===== src/rtl/instr_cycle_seq.sv =====
// instr_cycle_seq: LVDC instruction-cycle sequencer (fetch, HOP load, execute, stall, interrupt, halt)
// Ports: clk/rstn (sync active-low); run, haltreq, intreq, inten, opc in;
//        phase, bt, state, wtend, ldop, hopld, pcinc, intack, exec, stallo, mdbusy, mdcnt out.
module instr_cycle_seq #(
    parameter int BITS    = 14,
    parameter int MPY_CYC = 4,
    parameter int DIV_CYC = 8
) (
    input  logic       clk,
    input  logic       rstn,
    input  logic       run,
    input  logic       haltreq,
    input  logic       intreq,
    input  logic       inten,
    input  logic [3:0] opc,
    output logic [1:0] phase,
    output logic [3:0] bt,
    output logic [2:0] state,
    output logic       wtend,
    output logic       ldop,
    output logic       hopld,
    output logic       pcinc,
    output logic       intack,
    output logic       exec,
    output logic       stallo,
    output logic       mdbusy,
    output logic [3:0] mdcnt
);
    typedef enum logic [2:0] {
        S_IDLE  = 3'd0,
        S_FETCH = 3'd1,
        S_EXEC  = 3'd2,
        S_HOPX  = 3'd3,
        S_INTX  = 3'd4,
        S_STALL = 3'd5,
        S_HALT  = 3'd6
    } state_t;

    localparam logic [3:0] OP_HOP  = 4'b0000;
    localparam logic [3:0] OP_MPY  = 4'b0001;
    localparam logic [3:0] OP_DIV  = 4'b0011;
    localparam logic [3:0] OP_MPH  = 4'b0101;
    localparam logic [3:0] BT_LAST = 4'(BITS - 1);

    state_t     st, st_nx, leave;
    logic [3:0] opl, md_nx;
    logic       md_wait;

    always_ff @(posedge clk) begin
        if (!rstn) begin
            phase <= 2'd0;
            bt    <= 4'd0;
            st    <= S_IDLE;
            mdcnt <= 4'd0;
            opl   <= 4'd0;
        end else begin
            phase <= phase + 2'd1;
            if (phase == 2'd3) bt <= (bt == BT_LAST) ? 4'd0 : bt + 4'd1;
            st    <= st_nx;
            mdcnt <= md_nx;
            if (ldop) opl <= opc;
        end
    end

    always_comb begin
        wtend   = (bt == BT_LAST) && (phase == 2'd3);
        ldop    = wtend && (st == S_FETCH);
        hopld   = wtend && (st == S_HOPX);
        pcinc   = wtend && (st == S_EXEC);
        intack  = wtend && (st == S_INTX);
        exec    = (st == S_EXEC);
        stallo  = (st == S_STALL);
        mdbusy  = (mdcnt != 4'd0);
        state   = st;
        // Stall decision uses the opcode arriving on this LDOP edge, not the old latch.
        md_wait = (opc == OP_MPY) || (opc == OP_DIV) || (opc == OP_MPH);
        leave   = haltreq ? S_HALT : (intreq && inten) ? S_INTX : S_FETCH;
        // A new MPY/DIV load wins over the background countdown.
        md_nx   = !wtend ? mdcnt :
                  (st == S_EXEC && opl == OP_MPY) ? 4'(MPY_CYC) :
                  (st == S_EXEC && opl == OP_DIV) ? 4'(DIV_CYC) :
                  mdbusy ? mdcnt - 4'd1 : mdcnt;
        st_nx   = st;
        if (wtend)
            case (st)
                S_IDLE:         st_nx = run ? S_FETCH : S_IDLE;
                S_FETCH:        st_nx = (md_wait && mdcnt > 4'd1) ? S_STALL :
                                        (opc == OP_HOP) ? S_HOPX : S_EXEC;
                S_STALL:        st_nx = (mdcnt <= 4'd1) ? S_EXEC : S_STALL;
                S_EXEC, S_HOPX: st_nx = leave;
                S_INTX:         st_nx = S_FETCH;
                S_HALT:         st_nx = (run && !haltreq) ? S_FETCH : S_HALT;
                default:        st_nx = S_IDLE;
            endcase
    end
endmodule


===== config.mk =====
export PLATFORM = sky130hd
export DESIGN_NAME = instr_cycle_seq
export DESIGN_NICKNAME = d
export VERILOG_FILES = /design/src/rtl/instr_cycle_seq.sv
export SDC_FILE = /design/constraint.sdc
export NUM_CORES = 1
export LEC_CHECK = 0
export ABC_CLOCK_PERIOD_IN_PS = 1900
export CORE_MARGIN = 2
export CORE_UTILIZATION = 45
export DETAILED_ROUTE_END_ITERATION = 10
export MAX_ROUTING_LAYER = met4
export PLACE_DENSITY = 0.86
export SYNTH_ARGS = -nofsm -noshare
export SYNTH_HDL_FRONTEND = slang
export SYNTH_SLANG_ARGS = --single-unit

===== constraint.sdc =====
create_clock -name clk -period 1.9 [get_ports clk]
set_input_delay 0.285 -clock clk [delete_from_list [all_inputs] [get_ports clk]]
set_output_delay 0.285 -clock clk [all_outputs]
set_load 0.005 [all_outputs]

# After elaboration in Yosys (flattened, before gate mapping)

Index checks and enable logic that the tools add are counted.

Register bits: 17
Logic and storage cells: 54
Input port bits: 10

Magnitude comparators: 2
Add/subtract/negate cells: 3
Muxes and demuxes: 12
Reduce and logical (&&, ||, !) cells: 19
Eq/ne operators: 13

Operator list:

| kind                                                                             | count |
|---|---|
| 3-bit one-hot mux with 6 select lines                                            | 1 |
| 4-bit 2-to-1 mux                                                                 | 4 |
| 3-bit 2-to-1 mux                                                                 | 5 |
| 1-bit logical AND                                                                | 10 |
| 3-bit equality test, second input constant                                       | 3 |
| 4-bit by 1-bit equality test with 1-bit output, second input constant            | 2 |
| 4-bit by 2-bit equality test with 1-bit output, second input constant            | 2 |
| 3-bit by 2-bit equality test with 1-bit output, second input constant            | 2 |
| 4-bit by 1-bit adder with 4-bit output, second input constant                    | 1 |
| 4-bit by 3-bit equality test with 1-bit output, second input constant            | 1 |
| 4-bit equality test, second input constant                                       | 1 |
| 4-bit by 1-bit greater-than comparator with 1-bit output, second input constant  | 1 |
| 4-bit by 1-bit less-or-equal comparator with 1-bit output, second input constant | 1 |
| 4-bit logical NOT                                                                | 1 |
| 4-bit nonzero test                                                               | 1 |
| 4-bit by 1-bit subtractor with 4-bit output, second input constant               | 1 |
| 3-bit by 1-bit equality test with 1-bit output, second input constant            | 1 |
| 3-bit logical NOT                                                                | 1 |
| 3-bit nonzero test                                                               | 1 |
| 2-bit by 1-bit adder with 2-bit output, second input constant                    | 1 |
| 2-bit equality test, second input constant                                       | 1 |
| 1-bit logical OR                                                                 | 2 |
| 1-bit 2-to-1 mux                                                                 | 2 |
| 2-bit AND reduction                                                              | 1 |
| other kinds (2)                                                                  | 2 |

# Logic depth before layout (Yosys ltp)

Depth after elaboration: 6
Depth in mapped cells: 8
Depth with buffers taken out: 7

# Worst setup path after synthesis

OpenSTA, ideal clock, no wires.

Path kind: register to register
Start: register phase[0]
End: register opl[0]
Buffers on the path: 1
Setup time: 116 ps
Setup slack: 83 ps
Stages on the path, launching flop included: 8
Required time: 1784 ps
Arrival time: 1701 ps
Period minus slack after synthesis: 1817 ps
Path through: dfxtp_1 > ha_1 > nand2_2 > or3_1 > buf_6 > nor3_4 > mux2i_1 > nor2b_1

Word-level cells in the longest chain between the ends: 3

Ends and longest elaborated chain:

| what                   | RTL line | RTL |
|---|---|---|
| start, declared        | 16       | `output logic [1:0] phase,` |
| start signal, assigned | 57       | `phase <= phase + 2'd1;` |
| 2-bit equality test    | 66       | `wtend = (bt == BT_LAST) && (phase == 2'd3);` |
| 1-bit logical AND      | 66       |  |
| 1-bit logical AND      | 67       | `ldop = wtend && (st == S_FETCH);` |
| net ldop               | 20       | `output logic ldop,` |
| end signal, assigned   | 61       | `if (ldop) opl <= opc;` |
| end, declared          | 46       | `logic [3:0] opl, md_nx;` |

The timed path passes the listed nets, and every way through them passes these cells.
A chain may end at the register's enable or synchronous reset.

# Final worst setup path

Start: register phase[0]
End: output port ldop

Word-level cells in the longest chain between the ends: 3

Ends and longest elaborated chain:

| what                | RTL line |
|---|---|
| 2-bit equality test | 66 |
| 1-bit logical AND   | 66 |
| 1-bit logical AND   | 67 |
| end, declared       | 20 |

Every way passes these cells.

==> flow_metrics.py <==
metrics = {
    "synth": {
        "yosysTopAreaCellShare_pct": 35.6,
        "ys_types": 31,
        "ys_seq_elements": 17,
        "synth_warnings": 0,
        "synth_xor_xnor_area_share_pct": 0.917,
        "synth_compound_area_share_pct": 17.7,
        "syn_avg_cell_area_um2": 8.09,
        "syn_nets": 131,
        "ys_top_cells_by_area": "dfxtp_1 (36%), nor2b_1 (5.9%), mux2i_1 (4.2%)",
        "synth.area.mux_share_pct": 4.19,
        "synth_top_family_by_area": "simple AND/OR/NAND/NOR gates",
        "synth.cell_area_um2": 955,
        "synthFlopType": "dfxtp_1",
        "synth_simple_gate_area_share_pct": 31.3,
        "synthTopCellsByCount": "dfxtp_1 (17), nor2b_1 (9), nand2_1 (8), nor2_1 (8), o21ai_0 (8)",
        "synth_edf_count": 0,
        "post-synth-top-count-cell": "dfxtp_1",
        "synth-async-reset-ratio_pct": 0,
        "seq_area_frac_synth_pct": 35.6,
        "yosys.area.top_type": "dfxtp_1",
        "synth_fa_ha_area_share_pct": 3.93,
        "synth_cells": 118,
    },
    "outcome": {
        "violations": "setup timing",
        "status": "complete, but fails checks",
    },
    "global_routing": {
        "grt_pass1_vias": 1021,
        "overflow": 0,
        "grt_util_met3_pct": 4.55,
        "met1_usage_pct": 26.5,
        "grt_busiest_layer": "met2",
        "grt_pass1_wl_um": 4260,
        "grt_use_total_pct": 22.4,
        "use_met2_pct": 35.7,
        "grt_start_max_net_pins": 13,
        "antenna_found_initial": 0,
    },
    "sta": {
        "grt_setup_unrepaired": "true",
        "worst_pin_slew_ns": 0.304,
        "slew_violations": 0,
        "max_slew_margin_pct": 79.7,
        "finalClockSkew_ns": 0.00193,
        "fmax_ghz": 0.519,
        "setup_ws_ns": -0.0283,
        "fin_crit_ns": 1.93,
        "fin_crit_sh_pct": 101,
        "setup-violations-final": 2,
        "hold_ws_ns": 0.531,
        "hold_viol_final": 0,
    },
    "die": {
        "rows": 16,
        "dieArea_um2": 2510,
        "die_w_um": 50.1,
        "ios": 31,
        "start_util_pct": 48.2,
        "die_h_um": 50.1,
        "core_um2": 1980,
    },
    "routing": {
        "drtIter0Drc": 23,
        "vias": 1032,
        "antenna_left": 0,
        "drc_errors": 0,
        "routed_via_density": 5.40,
        "drt-pass1-iter-count": 4,
        "wl_per_cell_um": 12.9,
        "wl_um": 2470,
    },
    "min_path": {
        "holdPathStages": 2,
        "hp-class": "reg -> reg",
        "min_from": "opl[3]",
        "hold_end": "opl[3]",
    },
    "clock_tree": {
        "root_buffer": "clkbuf_4",
        "clk_pin_slew_ns": 0.10,
        "clk_latency_ns": 0.28,
        "cts.htree.levels": 1,
        "numCtsBuffers": 3,
        "cts.sinks": 17,
        "clk_path_buf_depth": 2,
        "tritoncts": "built",
        "cts_hold_repair.buffers": 0,
    },
    "placement": {
        "dp_cells": 183,
        "placement.io_buffers": 30,
        "hpwl_um": 1810,
        "place_congestion": 0.879,
    },
    "setup_path": {
        "cp_data_arrival_time_ns": 1.64,
        "worstSetupEndpointType": "output port",
        "reg2reg_slack_ns": 0.15,
        "crit_path_start_kind": "flip-flop",
        "worstReg2RegStart": "phase[0]",
        "worstPathRequired_ns": 1.62,
        "critical_path_class": "reg -> out",
        "crit_fanout": 6,
        "r2r_end": "opl[0]",
        "r2r_cells": 8,
    },
    "cells_and_area": {
        "nFillCells": 146,
        "diodes": 0,
        "nets": 178,
        "fin_cells": 191,
        "area_delta_synth_final_pct": 53.1,
        "drive_gt1_share_pct": 24.4,
    },
    "power_and_ir_drop": {
        "leakagePower_nw": 0.554,
        "powerDensity_nw_per_um2": 427,
        "ir_worst_vdd_v": 0.000399,
    },
    "run": {
        "cap_violations": 0,
    },
}
[logic make-up after synthesis]
group                      after synthesis
muxes                                    4
DFF                                     17
and+or+nand+nor                         54
AOI/OAI and AO/OA                       27
adders and majority gates                3
xor gates and xnor gates                 1
buffers and inverters                   12
[repair_timing]
item,4_1_cts,5_1_grt
endpoints found under the setup margin,7,11
pin swaps,3,2
setup buffers,4,1
gates resized for setup,34,4
[metrics by stage]
step                instance area (um2)  util (%)  TNS [ns]  setup slack [ns]  power (mW)
global placement                   1350      68.2    -0.560            -0.138       0.438
finish                             1460      73.7   -0.0471           -0.0283       0.624
CTS                                1450      72.9    -0.116           -0.0802       0.626
global route                       1460      73.7    -0.362            -0.102       0.644
detailed placement                 1350      68.2    -0.820            -0.218       0.439
floorplan                           955         -         0            0.0832       0.395
[cell type report]
| cell class | instances | area [um2] | share of cell area [%] |
|---|---|---|---|
| Clock buffer | 4 | 26.3 | 1.80 |
| Timing Repair Buffer | 47 | 412 | 28.2 |
| Inverter | 7 | 26.3 | 1.80 |
| Multi-Input combinational cell | 89 | 613 | 42.0 |
| Sequential cell | 17 | 350 | 24.0 |
| Tap cell | 27 | 33.8 | 2.31 |
[worst max-delay path: stages (launching register included)]
cell and delay (ns):
dfxtp_2 0.36, ha_4 0.14, nand2_2 0.05, or3_4 0.34, buf_6 0.15, nor3_4 0.18, buf_2 0.14
[worst max path at each step]
stage | start | to | slack, ns | cells after the start
global route | phase[0] | ldop | -0.10 | 6
floorplan | phase[0] | opl[0] | 0.08 | 7
finish | phase[0] | ldop | -0.03 | 6
CTS | phase[0] | ldop | -0.08 | 6
detailed placement | phase[0] | ldop | -0.22 | 6
global placement | phase[0] | pcinc | -0.14 | 6
[flip-flops by register name, summed over array words and instances (netlist names)]
name / cells
opl: 4
state: 3
phase: 2
bt: 4
mdcnt: 4
[where the power goes]
group	internal, mW	switching (mW)	leakage [nW]
Clock	0.0814	0.109	0.0150
Sequential	0.361	0.00500	0.140
Combinational	0.0432	0.0251	0.399
[layout by cell type (no fill, tap or decap), types with 2 or more instances in the layout]
cell type,count
a21oi_1,7
a31oi_1,2
a32o_1,3
and2_1,4
and3_1,2
buf_2,4
buf_4,16
clkbuf_4,3
clkdlybuf4s50_1,24
dfxtp_1,11
dfxtp_2,5
ha_1,2
inv_1,7
mux2i_1,4
nand2_1,8
nand3_1,6
nor2_1,8
nor2b_1,8
nor3_1,3
nor3b_1,2
nor4_1,2
o21ai_0,8
o22ai_1,2
[metal layers]
metal  part of all wire [%]  vias up
met5                      0        -
met4                   0.97        0
met3                    6.9        2
met2                     49       44
met1                     43      474
li1                       -      512
(Power assumes the default switching activity.)
